File: config.mk
export PLATFORM = sky130hd
export DESIGN_NAME = onehot_decoder_seq_flat
export DESIGN_NICKNAME = d
export VERILOG_FILES = /design/src/rtl/onehot_decoder_seq_if.sv /design/src/rtl/onehot_decoder_seq.sv /design/src/flat_wrapper.sv
export SDC_FILE = /design/constraint.sdc
export NUM_CORES = 1
export LEC_CHECK = 0
export ABC_AREA = 1
export BUFFER_PORTS_ARGS = -buffer_cell sky130_fd_sc_hd__buf_2
export CAP_MARGIN = 30
export CORE_MARGIN = 10
export CORE_UTILIZATION = 57
export DETAILED_ROUTE_END_ITERATION = 8
export PLACE_DENSITY = 0.83
export REMOVE_ABC_BUFFERS = 1
export SYNTH_ARGS = -nofsm -noshare
export SYNTH_HDL_FRONTEND = slang
export SYNTH_SLANG_ARGS = --single-unit
File: constraint.sdc
create_clock -name clk -period 2.9 [get_ports clk]
set_input_delay 0.58 -clock clk [delete_from_list [all_inputs] [get_ports clk]]
set_output_delay 0.58 -clock clk [all_outputs]
set_load 0.05 [all_outputs]
File: src/rtl/onehot_decoder_seq_if.sv
// rtl/onehot_decoder_seq_if.sv - index-in / one-hot-out handshake bundle for onehot_decoder_seq
interface onehot_decoder_seq_if #(
    parameter int IDX_W  = 3,
    parameter int OUT_W  = 8,
    parameter int HOLD_W = 4,
    parameter int CNT_W  = 8
);
    logic              in_valid;
    logic              in_ready;
    logic [IDX_W-1:0]  in_idx;
    logic [HOLD_W-1:0] in_gap;
    logic              out_valid;
    logic [OUT_W-1:0]  out_onehot;
    logic              out_ack;
    logic              err_oob;
    logic [CNT_W-1:0]  xfer_cnt;

    modport master (
        output in_valid, in_idx, in_gap, out_ack,
        input  in_ready, out_valid, out_onehot, err_oob, xfer_cnt
    );

    modport slave (
        input  in_valid, in_idx, in_gap, out_ack,
        output in_ready, out_valid, out_onehot, err_oob, xfer_cnt
    );
endinterface

File: src/rtl/onehot_decoder_seq.sv
// rtl/onehot_decoder_seq.sv - binary index to registered one-hot with ack hold and guard gap
module onehot_decoder_seq #(
    parameter int IDX_W  = 3,
    parameter int OUT_W  = 8,
    parameter int HOLD_W = 4,
    parameter int CNT_W  = 8
) (
    input  logic                clk,
    input  logic                rst_n,
    onehot_decoder_seq_if.slave bus
);
    typedef enum logic [1:0] {
        IDLE  = 2'd0,
        DRIVE = 2'd1,
        GAP   = 2'd2
    } state_t;

    state_t            state;
    logic [HOLD_W-1:0] gap_lat;
    logic [HOLD_W-1:0] gap_cnt;
    logic              out_valid_r;
    logic [OUT_W-1:0]  out_onehot_r;
    logic              err_oob_r;
    logic [CNT_W-1:0]  xfer_cnt_r;
    logic              idx_oob;

    // Zero-extend so the bound test also works when OUT_W == 2**IDX_W.
    assign idx_oob = ({{(32-IDX_W){1'b0}}, bus.in_idx} >= 32'(OUT_W));

    assign bus.in_ready   = (state == IDLE);
    assign bus.out_valid  = out_valid_r;
    assign bus.out_onehot = out_onehot_r;
    assign bus.err_oob    = err_oob_r;
    assign bus.xfer_cnt   = xfer_cnt_r;

    always_ff @(posedge clk or negedge rst_n) begin
        if (!rst_n) begin
            state        <= IDLE;
            gap_lat      <= '0;
            gap_cnt      <= '0;
            out_valid_r  <= 1'b0;
            out_onehot_r <= '0;
            err_oob_r    <= 1'b0;
            xfer_cnt_r   <= '0;
        end else begin
            err_oob_r <= 1'b0;
            case (state)
                IDLE: begin
                    if (bus.in_valid) begin
                        if (idx_oob) begin
                            err_oob_r <= 1'b1;
                        end else begin
                            gap_lat      <= bus.in_gap;
                            out_onehot_r <= OUT_W'(1) << bus.in_idx;
                            out_valid_r  <= 1'b1;
                            state        <= DRIVE;
                        end
                    end
                end
                DRIVE: begin
                    if (bus.out_ack) begin
                        out_valid_r  <= 1'b0;
                        out_onehot_r <= '0;
                        xfer_cnt_r   <= xfer_cnt_r + 1'b1;
                        if (gap_lat == '0) begin
                            state <= IDLE;
                        end else begin
                            gap_cnt <= gap_lat;
                            state   <= GAP;
                        end
                    end
                end
                GAP: begin
                    // Leaving on count==1 yields exactly gap_lat blocked cycles.
                    gap_cnt <= gap_cnt - 1'b1;
                    if (gap_cnt == HOLD_W'(1)) begin
                        state <= IDLE;
                    end
                end
                default: state <= IDLE;
            endcase
        end
    end
endmodule

File: src/flat_wrapper.sv
// flat-port wrapper written by rule: the top's interface ports become plain ports
module onehot_decoder_seq_flat 
#(
    parameter int IDX_W  = 3,
    parameter int OUT_W  = 8,
    parameter int HOLD_W = 4,
    parameter int CNT_W  = 8
)
  (clk, rst_n, bus_in_valid, bus_in_idx, bus_in_gap, bus_out_ack, bus_in_ready, bus_out_valid, bus_out_onehot, bus_err_oob, bus_xfer_cnt);
  onehot_decoder_seq_if #(.IDX_W(IDX_W), .OUT_W(OUT_W), .HOLD_W(HOLD_W), .CNT_W(CNT_W)) bus_i ();
  input  logic clk;
  input  logic rst_n;
  input wire logic [$bits(bus_i.in_valid)-1:0] bus_in_valid;
  input wire logic [$bits(bus_i.in_idx)-1:0] bus_in_idx;
  input wire logic [$bits(bus_i.in_gap)-1:0] bus_in_gap;
  input wire logic [$bits(bus_i.out_ack)-1:0] bus_out_ack;
  output wire logic [$bits(bus_i.in_ready)-1:0] bus_in_ready;
  output wire logic [$bits(bus_i.out_valid)-1:0] bus_out_valid;
  output wire logic [$bits(bus_i.out_onehot)-1:0] bus_out_onehot;
  output wire logic [$bits(bus_i.err_oob)-1:0] bus_err_oob;
  output wire logic [$bits(bus_i.xfer_cnt)-1:0] bus_xfer_cnt;
  assign bus_i.in_valid = bus_in_valid;
  assign bus_i.in_idx = bus_in_idx;
  assign bus_i.in_gap = bus_in_gap;
  assign bus_i.out_ack = bus_out_ack;
  assign bus_in_ready = bus_i.in_ready;
  assign bus_out_valid = bus_i.out_valid;
  assign bus_out_onehot = bus_i.out_onehot;
  assign bus_err_oob = bus_i.err_oob;
  assign bus_xfer_cnt = bus_i.xfer_cnt;
  onehot_decoder_seq #(.IDX_W(IDX_W), .OUT_W(OUT_W), .HOLD_W(HOLD_W), .CNT_W(CNT_W)) u_core (.clk(clk), .rst_n(rst_n), .bus(bus_i));
endmodule
==> results of run 1 <==
through the flow:
stage / power, W / hold WS [ns] / std cells / setup WS (ns) / util [%]
finish: 0.001558 / 0.2324 / 217 / 1.055 / 67.81
CTS: 0.001577 / 0.2535 / 217 / 1.052 / 67.81
floorplan: 0.001222 / 0.2844 / 157 / 1.279 / -
global placement: 0.001387 / 0.4539 / 213 / 1.450 / 66.65
global route: 0.001679 / 0.2708 / 217 / 0.9984 / 67.81
detailed placement: 0.001419 / 0.4861 / 213 / 1.407 / 66.65
final timing paths:
kind,to,slack (ns),start,cells past startpoint
max,bus_in_ready,1.05,u_core.state[0],2
min,u_core.bus.xfer_cnt[6],0.23,rst_n,1
max reg2reg,u_core.bus.out_onehot[2],1.59,u_core.state[0],5
min reg2reg,u_core.bus.out_valid,0.51,u_core.bus.out_valid,2
max in group asynchronous,u_core.bus.xfer_cnt[1],2.29,rst_n,1
min in group clk,u_core.gap_lat[0],0.48,bus_in_gap[0],3
cell type report:
class	instances	area (µm²)	share of cell area, %
clock buffer	4	26.28	1.718
sequential	27	675.6	44.19
inverter	18	70.07	4.583
timing repair buffer	28	140.1	9.165
tap	28	35.03	2.291
multi-input combinational	112	581.8	38.05
registers in the layout, summed over array words and instances (netlist names):
signal                 flops
u_core.bus.out_onehot      8
u_core.bus.xfer_cnt        8
u_core.gap_cnt             4
u_core.gap_lat             4
u_core.state               2
u_core.bus.out_valid       1
where the power goes:
part	switching [W]	internal (W)
clock	0.000104	0.0000538
sequential	0.000110	0.000508
combinational	0.000578	0.000204
cells in the final DEF, fill, tap and decap left out:
master / instances
a21oi_1: 3
buf_2: 28
clkbuf_1: 1
clkbuf_4: 3
conb_1: 1
dfrtp_1: 27
ha_1: 3
inv_1: 17
inv_4: 1
nand2_1: 44
nand2_2: 1
nand2_4: 3
nand3_1: 25
nand3_4: 1
nand3b_1: 1
nand4_1: 6
nor2_1: 12
nor2_2: 2
nor2_4: 1
o21ai_0: 4
o21ai_1: 1
o31ai_2: 1
xnor2_1: 2
xor2_1: 1
cells by family (layout without fill, tap and decap cells):
| logic type | after synthesis | after routing |
|---|---|---|
| other cells | 1 | 1 |
| fa+ha+maj | 3 | 3 |
| simple gates | 96 | 96 |
| buf+inv | 22 | 50 |
| flops | 27 | 27 |
| xor+xnor | 3 | 3 |
| compound gates | 9 | 9 |
routing by layer:
layer  GRT usage, %  share of wire [%]  up-vias
li1               -                  -      572
met1          13.78                 41      543
met2          22.37                 50       24
met3          4.187                8.0        4
met4          3.695                1.2        0
met5              0                  0        -
worst register-to-register path, cell delays in order (launching register included):
cell	delay [ns]
dfrtp_1	0.47
nor2_2	0.18
nand2_2	0.26
nand2_4	0.16
nand4_1	0.10
nand2_1	0.08
==> tab_implementation.tex, run 1 <==
\begin{tabular}{lr}
\hline
Metric & Value \\
\hline
\multicolumn{2}{l}{\textbf{Status}} \\
\quad Result of the run & finished, final reports clean \\
\multicolumn{2}{l}{\textbf{GRT}} \\
\quad Combined global-route utilization of all metal layers & about an eighth \\
\quad Vias in the first global route & about 1100 \\
\quad Maximum number of pins on one net before global-route repair & 28 \\
\quad Antenna violations before repair & 0 \\
\quad First-pass GRT wire length & between 4 and 5 mm \\
\quad GRT overflow & 0 \\
\multicolumn{2}{l}{\textbf{Die}} \\
\quad Die Area & 0.004746 mm² \\
\quad Initial core utilization & 60.43\% \\
\quad Row count & 17 \\
\quad Vertical extent of the die & 68.89 µm \\
\quad Ports placed on the boundary & 30 \\
\quad Die outline width & 68.89 µm \\
\quad Core Box Area & 0.002255 mm² \\
\multicolumn{2}{l}{\textbf{Power}} \\
\quad Static leakage & 0.8515 nW \\
\quad Largest vdd supply drop & around 0.73 mV \\
\quad Power density of the placed cells & 1019 mW/mm² \\
\multicolumn{2}{l}{\textbf{Yosys}} \\
\quad Cell variety after synth & 24 \\
\quad Dominant combinational cell family by area after synthesis & simple AND/OR/NAND/NOR gates \\
\quad Seq/Total Area, Yosys & 49.59\% \\
\quad Post-synthesis share of cell area spent on full adders, half adders and majority gates & around 2.8\% \\
\quad Compound-Gate Fraction of Synth Area & $\sim$3.9\% \\
\quad Share of synthesized area spent on multiplexers & 0\% \\
\quad Cell count after synthesis & roughly 160 \\
\quad YS warnings & 0 \\
\quad Most frequent cell after synthesis & nand2\_1 \\
\quad Netlist area before placement & 0.001363 mm² \\
\quad Number of flip-flops and latches in the synthesized netlist & 27 \\
\quad Synth top area share & approximately half \\
\quad Area share of and/or/nand/nor cells after synthesis & roughly 34\% \\
\quad Async set or reset register ratio after synthesis & 100.0\% \\
\quad EDFF count, synth & 0 \\
\quad Cell type with the highest aggregate area in the netlist & dfrtp\_1 \\
\quad Most used flip-flop cell after synthesis & dfrtp\_1 \\
\quad Top cells by instance count after synthesis & 44 x nand2\_1, 27 x dfrtp\_1, 25 x nand3\_1 \\
\quad Xor and xnor fraction of the mapped netlist area & $\sim$1.9\% \\
\quad Average cell area after synthesis & $\sim$8.5 µm² \\
\quad Top post-synthesis cells by area & dfrtp\_1 50\%, nand2\_1 12\%, nand3\_1 9.2\%, inv\_1 4.7\%, nor2\_1 3.3\% \\
\multicolumn{2}{l}{\textbf{Clocking}} \\
\quad Deepest level of the CTS H-tree & 1 \\
\quad CTS Hold Buffers Added & 0 \\
\quad Insertion delay to the later sink of the worst-skew pair & 0.32 ns \\
\quad CTS sink count & 27 \\
\quad Clk Tree Root Cell & clkbuf\_4 \\
\quad Post CTS Setup Buffer Count & 0 \\
\quad PostCTS Resize Cnt & 0 \\
\quad Number of buffers inserted during clock tree synthesis & 3 \\
\quad Clock tree from TritonCTS & done \\
\quad CTS clock-pin slew for the worst setup and hold paths & around 0.14 ns \\
\quad Clock tree buffer depth & 2 \\
\multicolumn{2}{l}{\textbf{Critical path}} \\
\quad Worst setup SP type & register \\
\quad Buf+Inv Stages, Crit Path & 1 \\
\quad Longest individual stage delay on the worst path & around 0.47 ns \\
\quad Worst setup EP type & output port \\
\quad Standard cell with the maximum stage delay on the critical path & dfrtp\_1 \\
\quad Top fanout value on the critical path & 4 \\
\quad Crit path max-delay family & flip-flops \\
\quad Critical Path AT & approximately 1.3 ns \\
\quad Crit Path Category & reg2out \\
\quad Cell-by-cell listing of the critical path & nor2\_2 > buf\_2 \\
\quad Data required time at the worst endpoint & 2.32 ns \\
\multicolumn{2}{l}{\textbf{Placement}} \\
\quad DP Wirelength & $\sim$2.1 mm \\
\quad Instance area after placement & around 0.0015 mm² \\
\quad Buffers on Ports & 28 \\
\quad GPL Wtd Cong & 0.7460 \\
\multicolumn{2}{l}{\textbf{STA}} \\
\quad Transition at the pin with the smallest max-transition slack & approximately 0.57 ns \\
\quad Fin Setup TNS & 0 ns \\
\quad Fmax & between 0.5 and 0.6 GHz \\
\quad Max Slew Vio Count & 0 \\
\quad RSZ-0062 raised after global routing & false \\
\quad Count of endpoints failing hold in the final timing report & 0 \\
\quad Share of the cycle needed by the critical path after routing & 63.64\% \\
\quad \# setup viols final & 0 \\
\quad Setup Skew & between 0.007 and 0.008 ns \\
\quad Minimum clock period after layout & $\sim$1.8 ns \\
\quad Headroom to the max-slew limit & about three fifths \\
\multicolumn{2}{l}{\textbf{Route}} \\
\quad First DRT Iteration DRCs & 54 \\
\quad Number of detailed-routing iterations run before antenna repair & 4 \\
\quad Number of nets with antenna violations after routing & 0 \\
\quad Overall routed net length & 2.704 mm \\
\quad Via count & about 1100 \\
\quad Routed length per placed instance & roughly 12 µm \\
\quad Number of DRC violations after detailed routing & 0 \\
\quad Vias/cell & roughly 5.3 \\
\multicolumn{2}{l}{\textbf{Cells and area}} \\
\quad Net count, final & around 200 \\
\quad Area growth from synthesis to layout & 12.21\% \\
\quad Count of filler cells inserted in the layout & around 200 \\
\quad Final instance area & between 0.0015 and 0.002 mm² \\
\quad Final antenna diode count & 0 \\
\quad Fraction of layout cells with a size suffix above 1 & 21.69\% \\
\multicolumn{2}{l}{\textbf{Worst hold path}} \\
\quad Hold/Removal Path Class & in2async \\
\multicolumn{2}{l}{\textbf{Run}} \\
\quad Number of max-capacitance violations reported & 0 \\
\hline
\end{tabular}
Note: power is estimated with default switching activity, not from simulation.
==> run 2: changes to the inputs <==
- ABC_AREA: 1 -> 0
- CORE_UTILIZATION: 57 -> 52
- PLACE_DENSITY: 0.83 -> 0.77
- clock period: 2.9 -> 1.8 ns (I/O delays scaled with it)
==> run 2 against run 1 <==
Combinational power increased by 42%. First-iteration DRC count decreased by 33%. Sequential power is 65% higher. Via count down 17%. Final cell count shrank 18%. Clock power rose by 68%. Critical path type unchanged. Highest routed layer unchanged.
==> tab_implementation.tex, run 2 <==
\begin{tabular}{lr}
\hline
Metric & Value \\
\hline
\multicolumn{2}{l}{\textbf{Status}} \\
\quad Result of the run & finished, final reports clean \\
\multicolumn{2}{l}{\textbf{Route}} \\
\quad Routed length per placed instance & 15.46 µm (+24\%) \\
\quad Via count & 950 (-17\%) \\
\quad Vias/cell & 5.367 (+1.9\%) \\
\quad Number of detailed-routing iterations run before antenna repair & 4 (unchanged) \\
\quad Overall routed net length & 2.736 mm (+1.2\%) \\
\quad Number of nets with antenna violations after routing & 0 (unchanged) \\
\quad First DRT Iteration DRCs & 36 (-33\%) \\
\quad Number of DRC violations after detailed routing & 0 (unchanged) \\
\multicolumn{2}{l}{\textbf{Power}} \\
\quad Largest vdd supply drop & 0.9082 mV (+25\%) \\
\quad Switching share of power & 47.94\% (-2.9 points) \\
\quad Power dissipated by switching net loads & 0.001150 W (+45\%) \\
\quad Power share of the clock group & 11.0\% (+0.9 points) \\
\quad Share of power burned in registers & 42.5\% (+2.8 points) \\
\quad Power density of the placed cells & 1615 mW/mm² (+58\%) \\
\quad Static leakage & 0.7463 nW (-12\%) \\
\quad Comb pwr share & 46.5\% (-3.7 points) \\
\quad P\_int & 0.001249 W (+63\%) \\
\multicolumn{2}{l}{\textbf{Yosys}} \\
\quad EDFF count, synth & 0 (unchanged) \\
\quad Most frequent cell after synthesis & dfrtp\_1 \\
\quad Number of flip-flops and latches in the synthesized netlist & 27 (unchanged) \\
\quad Synth top area share & 51.09\% (+1.5 points) \\
\quad Seq/Total Area, Yosys & 51.09\% (+1.5 points) \\
\quad Async set or reset register ratio after synthesis & 100.0\% (unchanged) \\
\quad Top post-synthesis cells by area & dfrtp\_1 51\%, nand2\_1 6.0\%, xnor2\_1 5.3\%, nor4\_4 3.2\%, ha\_1 2.8\% \\
\quad Cell variety after synth & 40 (+67\%) \\
\quad Cell count after synthesis & 119 (-26\%) \\
\quad YS warnings & 0 (unchanged) \\
\quad Top cells by instance count after synthesis & 27 x dfrtp\_1, 21 x nand2\_1, 8 x xnor2\_1 \\
\quad Most used flip-flop cell after synthesis & dfrtp\_1 \\
\quad Average cell area after synthesis & 11.11 µm² (+31\%) \\
\quad Cell type with the highest aggregate area in the netlist & dfrtp\_1 \\
\quad Netlist area before placement & 0.001323 mm² (-2.9\%) \\
\multicolumn{2}{l}{\textbf{STA}} \\
\quad Count of endpoints failing hold in the final timing report & 0 (unchanged) \\
\quad RSZ-0062 raised after global routing & false \\
\quad \# setup viols final & 0 (unchanged) \\
\quad Fin Setup TNS & 0 ns (unchanged) \\
\quad Share of the cycle needed by the critical path after routing & between 90 and 100\% \\
\quad Min setup slack post-route & 0.1759 ns (-0.8786 ns) \\
\quad Min Hold Slack & 0.01316 ns (-0.2193 ns) \\
\quad Minimum clock period after layout & 1.624 ns \\
\quad Max Slew Vio Count & 0 (unchanged) \\
\quad Fmax & 0.6157 GHz \\
\quad Setup Skew & 0.007363 ns (+0.00002601 ns) \\
\quad Transition at the pin with the smallest max-transition slack & 0.5963 ns (+0.02468 ns) \\
\quad Headroom to the max-slew limit & 60.25\% (-1.6 points) \\
\multicolumn{2}{l}{\textbf{Die}} \\
\quad Ports placed on the boundary & 30 (unchanged) \\
\quad Initial core utilization & 53.87\% (-6.6 points) \\
\quad Core Box Area & 0.002455 mm² (+8.9\%) \\
\quad Vertical extent of the die & 70.43 µm (+2.2\%) \\
\quad Die Area & 0.004960 mm² (+4.5\%) \\
\quad Die outline width & 70.43 µm (+2.2\%) \\
\quad Row count & 18 (+1) \\
\multicolumn{2}{l}{\textbf{GRT}} \\
\quad First-pass GRT wire length & 4.733 mm (+0.45\%) \\
\quad Vias in the first global route & 1027 (-8.7\%) \\
\quad Antenna violations before repair & 0 (unchanged) \\
\quad GRT overflow & 0 (unchanged) \\
\quad Maximum number of pins on one net before global-route repair & 28 (unchanged) \\
\quad Combined global-route utilization of all metal layers & 11.43\% (-1.1 points) \\
\multicolumn{2}{l}{\textbf{Critical path}} \\
\quad Crit Path Category & reg2out \\
\quad Destination of the worst register-to-register timing path & u\_core.bus.out\_onehot[1] \\
\quad Cell depth of the worst flop-to-flop path & 3 (-2) \\
\quad Critical Path AT & 1.26 ns (about the same) \\
\quad Worst setup EP type & output port \\
\quad Cell-by-cell listing of the critical path & nor2\_1 > buf\_2 \\
\quad Worst setup SP type & register \\
\quad Reg-to-reg setup timing slack & 0.27 ns (-1.32 ns) \\
\quad Top fanout value on the critical path & 10 (+6) \\
\quad Data required time at the worst endpoint & 1.44 ns (-0.88 ns) \\
\quad Standard cell with the maximum stage delay on the critical path & dfrtp\_1 \\
\quad Beginning of the worst register-to-register path & u\_core.state[1] \\
\quad Longest individual stage delay on the worst path & 0.51 ns (+0.04 ns) \\
\multicolumn{2}{l}{\textbf{Clocking}} \\
\quad CTS sink count & 27 (unchanged) \\
\quad Insertion delay to the later sink of the worst-skew pair & 0.33 ns (about the same) \\
\quad CTS Hold Buffers Added & 0 (unchanged) \\
\quad PostCTS Resize Cnt & 0 (unchanged) \\
\quad CTS clock-pin slew for the worst setup and hold paths & 0.14 ns (about the same) \\
\quad Clock tree buffer depth & 2 (unchanged) \\
\quad Deepest level of the CTS H-tree & 1 (unchanged) \\
\quad Clock tree from TritonCTS & done \\
\quad Number of buffers inserted during clock tree synthesis & 3 (unchanged) \\
\quad Clk Tree Root Cell & clkbuf\_4 \\
\quad Post CTS Setup Buffer Count & 0 (unchanged) \\
\multicolumn{2}{l}{\textbf{Placement}} \\
\quad Buffers on Ports & 28 (unchanged) \\
\quad GPL Wtd Cong & 0.8578 (+15\%) \\
\quad DP Worst Slack & 0.2926 ns (-1.114 ns) \\
\quad DP Wirelength & 2.109 mm (-1.2\%) \\
\multicolumn{2}{l}{\textbf{Cells and area}} \\
\quad Count of filler cells inserted in the layout & 208 (+5.1\%) \\
\quad Final standard cell utilization of the core & 60.50\% (-7.3 points) \\
\quad Most common cell after layout, fill and taps aside & buf\_2 \\
\quad Most used cells in the layout excluding fill and tap cells & 28 x buf\_2, 27 x dfrtp\_1, 21 x nand2\_1 \\
\quad Net count, final & 162 (-21\%) \\
\quad Final antenna diode count & 0 (unchanged) \\
\quad Fraction of layout cells with a size suffix above 1 & 25.85\% (+4.2 points) \\
\quad Area growth from synthesis to layout & 12.30\% (about the same) \\
\multicolumn{2}{l}{\textbf{Run}} \\
\quad Number of max-capacitance violations reported & 0 (unchanged) \\
\multicolumn{2}{l}{\textbf{Worst hold path}} \\
\quad Hold/Removal Path Class & in2async \\
\hline
\end{tabular}
[run 2: critical path, delay by kind of cell, from the launching register on]
family | cells | cell delay (ns)
DFF | 1 | 0.51
buffers and inverters | 1 | 0.28
and+or+nand+nor | 1 | 0.15
[run 2: power groups by stage]
stage          Sequential, W  Clock (W)  Combinational [W]
3_5_place_dp         0.00103          0            0.00112
3_3_place_gp         0.00102          0            0.00110
2_1_floorplan        0.00132          0           0.000527
5_1_grt              0.00105   0.000296            0.00123
4_1_cts              0.00102   0.000281            0.00113
6_report             0.00102   0.000265            0.00111
[run 2: how the worst max path moves through the flow]
| stage | start | endpoint | slack (ns) |
|---|---|---|---|
| 6_report | u_core.state[1] | bus_in_ready | 0.18 |
| 4_1_cts | u_core.state[0] | bus_in_ready | 0.14 |
| 5_1_grt | u_core.state[0] | bus_in_ready | 0.09 |
| 3_3_place_gp | u_core.state[1] | u_core.bus.out_onehot[1] | 0.35 |
| 2_1_floorplan | u_core.state[0] | bus_in_ready | 0.30 |
| 3_5_place_dp | u_core.state[1] | u_core.bus.out_onehot[1] | 0.29 |
[run 2: layout make-up]
cell class	count	area (µm²)	share of cell area, %
Tap cell	30	37.54	2.527
Clock buffer	4	26.28	1.769
Multi-Input combinational cell	81	575.6	38.75
Inverter	6	22.52	1.516
Sequential cell	27	675.6	45.49
Timing Repair Buffer	29	147.6	9.941
[run 2: per-stage QoR]
step	area [µm²]	total power, W	cells
after floorplan	1274	0.001846	114
after global placement	1459	0.002118	173
after detailed placement	1459	0.002156	173
after CTS	1485	0.002428	177
after global routing	1485	0.002573	177
final	1485	0.002398	177
[run 2: per-layer routing]
metal / global-route usage, % / vias to the layer above / share of wire, %
met4: 5.921 / 0 / 2.2
met3: 4.096 / 4 / 8.1
met5: 0 / - / 0
li1: - / 479 / -
met2: 16.97 / 24 / 45
met1: 14.05 / 443 / 44
[run 2: kinds of logic (layout without fill, tap and decap cells)]
| logic type | count (synthesis) | in the layout | synth area share (%) |
|---|---|---|---|
| AO/OA/AOI/OAI | 18 | 18 | 10.31 |
| flip-flops | 27 | 27 | 51.09 |
| multiplexers | 2 | 2 | 1.608 |
| XOR/XNOR | 8 | 8 | 5.298 |
| other | 1 | 1 | 0.2835 |
| buffers and inverters | 11 | 39 | 5.392 |
| AND/OR/NAND/NOR | 49 | 49 | 23.18 |
| adder cells (fa/ha/maj) | 3 | 3 | 2.839 |
